===== src/rtl/huff_len_ctrl.sv =====
// Huffman code-length sequencer for 8 symbols; drives an external 8-entry descending sort network.
// Build option: define HUFF_SAT_EN to saturate merge sums and flag them on out_sat (otherwise sums wrap).
module huff_len_ctrl #(
  parameter int WW = 5
) (
  input  logic            clk,
  input  logic            rst_n,
  input  logic            in_valid,
  input  logic [WW-1:0]   in_weight,
  output logic [31:0]     sort_char,
  output logic [8*WW-1:0] sort_weight,
  input  logic [31:0]     sort_res,
  output logic            out_valid,
  output logic [2:0]      out_len,
  output logic            out_sat
);

  typedef enum logic [2:0] {IDLE, LOAD, SORT, MERGE, OUT} state_t;

  localparam logic [3:0]    PAD_ID = 4'd15;
  localparam logic [WW-1:0] PAD_W  = '1;

  state_t        state;
  logic [WW-1:0] node_w    [15];
  logic [7:0]    node_mask [15];
  logic [3:0]    list      [8];
  logic [2:0]    len       [8];
  logic [2:0]    cnt;
  logic [2:0]    round;

  // ID-indexed views with the PAD entry appended, so any 4-bit ID can be looked up directly.
  logic [WW-1:0] w_by_id    [16];
  logic [7:0]    mask_by_id [16];

  // NOTE: every combinational output gets a default first so no path can infer a latch.
  always_comb begin
    for (int i = 0; i < 15; i++) begin
      w_by_id[i]    = node_w[i];
      mask_by_id[i] = node_mask[i];
    end
    w_by_id[15]    = PAD_W;
    mask_by_id[15] = '0;
  end

  always_comb begin
    sort_char   = '0;
    sort_weight = '0;
    for (int i = 0; i < 8; i++) begin
      sort_char[31-4*i -: 4]           = list[i];
      sort_weight[8*WW-1-WW*i -: WW]   = w_by_id[list[i]];
    end
  end

  logic [3:0]    a_id, b_id, new_id;
  logic [7:0]    new_mask;
  logic [WW-1:0] new_w;

  assign a_id     = list[6];
  assign b_id     = list[7];
  assign new_id   = 4'd8 + {1'b0, round};
  assign new_mask = mask_by_id[a_id] | mask_by_id[b_id];

`ifdef HUFF_SAT_EN
  logic [WW:0] sum_full;
  logic        sum_ovf;
  logic        sat_q;

  assign sum_full = {1'b0, w_by_id[a_id]} + {1'b0, w_by_id[b_id]};
  assign sum_ovf  = sum_full[WW];
  assign new_w    = sum_ovf ? PAD_W : sum_full[WW-1:0];

  // Sticky for the whole operation; cleared on the return to IDLE.
  always_ff @(posedge clk or negedge rst_n) begin
    if (!rst_n) begin
      sat_q <= 1'b0;
    end else if (state == MERGE && sum_ovf) begin
      sat_q <= 1'b1;
    end else if (state == OUT && cnt == 3'd7) begin
      sat_q <= 1'b0;
    end
  end

  assign out_sat = sat_q;
`else
  assign new_w   = w_by_id[a_id] + w_by_id[b_id];
  assign out_sat = 1'b0;
`endif

  // NOTE: all sequential state uses non-blocking assignments so every register samples pre-edge values.
  always_ff @(posedge clk or negedge rst_n) begin
    if (!rst_n) begin
      state     <= IDLE;
      cnt       <= '0;
      round     <= '0;
      out_valid <= 1'b0;
      out_len   <= '0;
      // NOTE: these small register arrays are reset explicitly; they are flops, not a RAM macro.
      for (int i = 0; i < 15; i++) begin
        node_w[i]    <= '0;
        node_mask[i] <= '0;
      end
      for (int i = 0; i < 8; i++) begin
        list[i] <= '0;
        len[i]  <= '0;
      end
    end else begin
      case (state)
        IDLE, LOAD: begin
          if (in_valid) begin
            node_w[cnt]    <= in_weight;
            node_mask[cnt] <= 8'b1 << cnt;
            list[cnt]      <= {1'b0, cnt};
            cnt            <= cnt + 3'd1;
            state          <= (cnt == 3'd7) ? SORT : LOAD;
          end
        end
        SORT: begin
          for (int i = 0; i < 8; i++) list[i] <= sort_res[31-4*i -: 4];
          state <= MERGE;
        end
        MERGE: begin
          node_w[new_id]    <= new_w;
          node_mask[new_id] <= new_mask;
          for (int k = 0; k < 8; k++) begin
            if (new_mask[k]) len[k] <= len[k] + 3'd1;
          end
          list[6] <= PAD_ID;
          list[7] <= new_id;
          round   <= round + 3'd1;
          if (round == 3'd6) begin
            // The last merge covers every symbol, so symbol 0's final length is known now.
            state     <= OUT;
            out_valid <= 1'b1;
            out_len   <= len[0] + {2'b0, new_mask[0]};
            cnt       <= '0;
          end else begin
            state <= SORT;
          end
        end
        OUT: begin
          if (cnt == 3'd7) begin
            state     <= IDLE;
            out_valid <= 1'b0;
            out_len   <= '0;
            cnt       <= '0;
            round     <= '0;
            for (int i = 0; i < 15; i++) begin
              node_w[i]    <= '0;
              node_mask[i] <= '0;
            end
            for (int i = 0; i < 8; i++) begin
              list[i] <= '0;
              len[i]  <= '0;
            end
          end else begin
            cnt     <= cnt + 3'd1;
            out_len <= len[cnt + 3'd1];
          end
        end
        default: state <= IDLE;
      endcase
    end
  end

endmodule


===== config.mk =====
export PLATFORM = sky130hd
export DESIGN_NAME = huff_len_ctrl
export DESIGN_NICKNAME = d
export VERILOG_FILES = /design/src/rtl/huff_len_ctrl.sv
export SDC_FILE = /design/constraint.sdc
export NUM_CORES = 1
export LEC_CHECK = 0
export CORE_MARGIN = 1.5
export CORE_UTILIZATION = 35
export CTS_BUF_LIST = sky130_fd_sc_hd__clkbuf_8 sky130_fd_sc_hd__clkbuf_16
export CTS_CLUSTER_SIZE = 16
export DETAILED_ROUTE_END_ITERATION = 6
export REMOVE_ABC_BUFFERS = 1
export SKIP_CTS_REPAIR_TIMING = 1
export SLEW_MARGIN = 20
export SYNTH_ARGS = -nofsm -noshare
export SYNTH_HDL_FRONTEND = slang
export SYNTH_SLANG_ARGS = --single-unit

===== constraint.sdc =====
create_clock -name clk -period 4.59 [get_ports clk]
set_input_delay 1.377 -clock clk [delete_from_list [all_inputs] [get_ports clk]]
set_output_delay 1.377 -clock clk [all_outputs]
set_load 0.02 [all_outputs]

# Word-level counts from Yosys, hierarchy flattened
# Index checks and enable logic that the tools add are counted.
# op_classes
eq_ne,17
n_reduce_logical,25
mux,84
n_bitwise,12
order_cmp,14
n_addsub,13
shift,1
# ops
operator,n
120-bit one-hot mux with 3 select lines,1
120-bit bitwise mux,2
120-bit 2-to-1 mux,2
75-bit one-hot mux with 3 select lines,1
5-bit binary-select mux with 4-bit select,8
75-bit bitwise mux,2
75-bit 2-to-1 mux,2
5-bit 2-to-1 mux,18
24-bit one-hot mux with 3 select lines,1
8-bit binary-select mux with 4-bit select,2
8-bit demux with 4-bit select,2
32-bit 2-to-1 mux,2
3-bit 2-to-1 mux,18
8-bit 2-to-1 mux,6
24-bit one-hot mux with 2 select lines,1
"5-bit greater-or-equal comparator, second input constant",9
4-bit NOT with 5-bit output,9
5-bit demux with 4-bit select,2
3-bit AND reduction,13
32-bit bitwise mux,1
8-bit one-hot mux with 4 select lines,1
"3-bit by 1-bit adder with 3-bit output, second input constant",10
24-bit 2-to-1 mux,1
"2-bit inequality test, second input constant",11
other kinds (29),41
# totals
regBits,264
out_inout_bits,77
in_bits,40

# Longest topological paths before layout
# depth
depth_word,8
depth_mapped,17
depth_no_buf,12

# Worst setup path before layout
# No wires, ideal clock.
# synth_path
path_type,reg-to-reg
from,register (tool-made name)
to,register (tool-made name)
arrival_ps,3674
setup_slack_ps,784
stages_incl_launch_ff,17
path_buffers,5
setup_time_ps,132
cell_sequence,dfrtp_1 -> buf_4 -> buf_4 -> buf_4 -> buf_2 -> buf_2 -> mux4_2 -> mux4_2 -> ha_1 -> inv_1 -> fa_1 -> inv_1 -> a21o_1 -> a21oi_1 -> xnor2_2 -> xnor2_2 -> o21ai_1

==> summary.md <==
| Metric | Value |
|---|---|
| Std-Cell Rows | `82` |
| Primary FF master, synth | `dfrtp_1` |
| Peak supply drop | `426.8 uV` |
| Worst R2R Setup Slack | `880 ps` |
| Syn avg cell area | `11.22 um^2` |
| Largest net degree at the start of global routing | `103` |
| Delay-heaviest family, CP | `flip-flops` |
| Met3 Resource Use GR | `6.050%` |
| CP Capture Type | `primary output` |
| Fillers | `4854` |
| XOR/XNOR share of the synthesized area | `0.5298%` |
| Clock Tree Buf Depth | `3` |
| Multiplexer area fraction after synthesis | `28.49%` |
| # IOs | `117` |
| Die W | `228.0 um` |
| Gate Count Post-Synth | `1579` |
| CTS Root Cell | `clkbuf_16` |
| Met1 usage | `31.96%` |
| Crit-path cells | `mux4_2, o21ai_0, a21oi_1, clkdlybuf4s50_1` |
| Adder-cell share of the synthesized area | `1.667%` |
| Layout area overhead | `16.27%` |
| Hold Path Cell Cnt | `2` |
| Total track usage | `24.42%` |
| Worst setup path category | `flop to primary output` |
| EDFF count, synth | `0` |
| Nets@finish | `1701` |
| Final Max Tran Viols | `0` |
| R2R depth | `12` |
| Synthesized area | `0.01771 mm^2` |
| Reg2reg end | `out_len[2]` |
| Total number of vias | `14890` |
| Critical path arrival | `3110 ps` |
| # Max-Cap Violations | `0` |
| I/O Buffers | `115` |
| GR Util met2 | `38.13%` |
| Post-synth top area cell | `dfrtp_1` |
| Initial antenna violation count | `0` |
| Top Usage Layer GRT | `met2` |
| First-pass GRT wire length | `96790 um` |
| Largest stage delay on the critical path | `690 ps` |
| Achievable frequency | `0.2228 GHz` |
| Register area | `0.006626 mm^2` |
| Post-synth top cells | `dfrtp_1, mux4_2, nand2_1, a22o_1, nor2_1` |
| Worst hold path type | `flop to flop` |
| Via density | `6.386` |
| Worst slew pin tran | `1259 ps` |
| Vias in the first global route | `14620` |
| Post-synthesis compound-gate area fraction | `17.55%` |
| Count leader, synth | `dfrtp_1` |
| Worst setup endpoint | `sort_weight[14]` |
| Simple-gate portion of the synthesized area | `10.07%` |
| H-Tree Depth | `1` |
| LEAKAGE | `8.596 nW` |
| Largest family of logic cells by synthesized area | `multiplexers` |
| Final period util | `97.80%` |
| Die area | `0.05197 mm^2` |
| Post-synth cell types | `66` |
| Initial DRC Count | `1762` |
| GPL Wtd Cong | `0.9749` |
| Worst setup SP type | `flop` |
| Synth warn | `0` |
| Area of the multi-input gates | `0.01037 mm^2` |
| First-pass DRT Iterations | `6` |
| Clock transition at the registers of the reported paths | `60 ps` |
| Die Ht | `228.0 um` |
| Flops & latches, synth | `264` |
| Layout cells sized above 1 | `21.94%` |
| P per Cell Area | `915.2 mW/mm^2` |
| Final setup skew | `17.85 ps` |
| Status | `finished, final reports clean` |
| Core box area | `0.05007 mm^2` |
| # clock sinks | `264` |
| DRC | `0` |
| Drt total wl | `64340 um` |
| Final Total Pwr | `18.85 mW` |
| FFs w/ async S/R, synth | `100.0%` |
| Critical path's slowest cell | `dfrtp_1` |
| Area share of the largest cell type after synthesis | `37.30%` |
| Setup violators final | `0` |
| CTS tree | `done` |
| Post-detail-place hpwl | `44080 um` |
| Top cells by area, synth | `dfrtp_1, mux4_2, a22o_1` |
| Post-route ant nets | `0` |
| Worst-skew pair later-pin latency | `590 ps` |
| Initial core utilization | `35.38%` |
| Count of inserted antenna diode cells | `0` |
| Final Hold Viols | `0` |
| RSZ-0062 raised after global routing | `false` |
| Worst path bufs/invs | `1` |
| DR WL/cell | `27.60 um` |
| Crit path time final | `4489 ps` |
| Stages on the worst setup path | `4` |
| Worst-path fanout max | `10` |
| TritonCTS buffer count | `29` |
| Gr ovfl total | `0` |
| Sequential share of the synthesized area | `37.30%` |
| WP data required | `3210 ps` |
| Relative slew slack | `15.19%` |
| TNS Setup | `0 ps` |
[worst min-delay path: stages, from the launching register on]
cell	delay [ps]
dfrtp_1	340
nand2_1	50
o21ai_1	60
[cells by family after synthesis]
kind of cell               Yosys count
AOI/OAI and AO/OA                  452
xor gates and xnor gates             9
adders and majority gates           23
buffers and inverters              173
DFF                                264
muxes                              282
other                                1
and+or+nand+nor                    375
[worst min-delay path by stage]
| stage | endpoint | start | slack [ps] |
|---|---|---|---|
| after floorplan | len[17] | len[17] | 440 |
| after global placement | len[8] | len[8] | 460 |
| after detailed placement | flop | flop | 480 |
| after CTS | len[8] | len[8] | 490 |
| after global routing | flop | flop | 520 |
| final | flop | flop | 490 |
[metrics by stage]
step | area, um^2 | utilization (%) | cells | worst slack, ps | hold WS (ps)
floorplan | 17040 | - | 1432 | -201.6 | 439.8
global placement | 19590 | 39.12 | 2279 | 613.8 | 461.2
detailed placement | 19590 | 39.13 | 2279 | 608.3 | 476.2
CTS | 20580 | 41.10 | 2331 | -31.18 | 488.8
global route | 20590 | 41.13 | 2331 | 14.44 | 520.1
finish | 20590 | 41.13 | 2331 | 101.2 | 489.5
[routing by layer]
metal  part of all wire (%)  wire [um]
met5                      0          0
met2                     45      29200
met4                    5.4       3443
met3                     10       6735
met1                     39      24960
[final cells by class]
class,instances,share of cell area (%)
repair buffers,175,8.104
inverters,26,0.4739
clock inverters,19,1.009
multi-input cells,1142,50.36
flip-flops and latches,264,32.17
clock buffers,33,3.791
well taps,672,4.083
[cells in the final DEF (no fill, tap or decap), types with 10 or more instances in the layout]
| cell | instances |
|---|---|
| o22ai_1 | 39 |
| a22o_1 | 120 |
| o21ai_1 | 29 |
| mux2i_1 | 70 |
| o21ai_0 | 82 |
| clkbuf_16 | 29 |
| inv_1 | 28 |
| nand3_1 | 53 |
| nand2b_1 | 12 |
| nor2b_1 | 42 |
| nand2_1 | 121 |
| and2_1 | 31 |
| o221ai_1 | 13 |
| a211oi_1 | 37 |
| ha_1 | 22 |
| mux4_2 | 174 |
| a21oi_1 | 70 |
| nor2_1 | 84 |
| dfrtp_1 | 256 |
| mux2_2 | 38 |
| a31oi_1 | 10 |
| buf_4 | 55 |
| clkdlybuf4s50_1 | 114 |
[report_power, final]
group	internal [mW]	switching (mW)	total, mW	leakage [nW]
Clock	1.40	1.05	2.45	0.487
Sequential	3.21	2.11	5.32	3.42
Combinational	5.30	5.78	11.1	4.69
Total	9.90	8.94	18.8	8.60
Power figures use the tool's default switching activity.
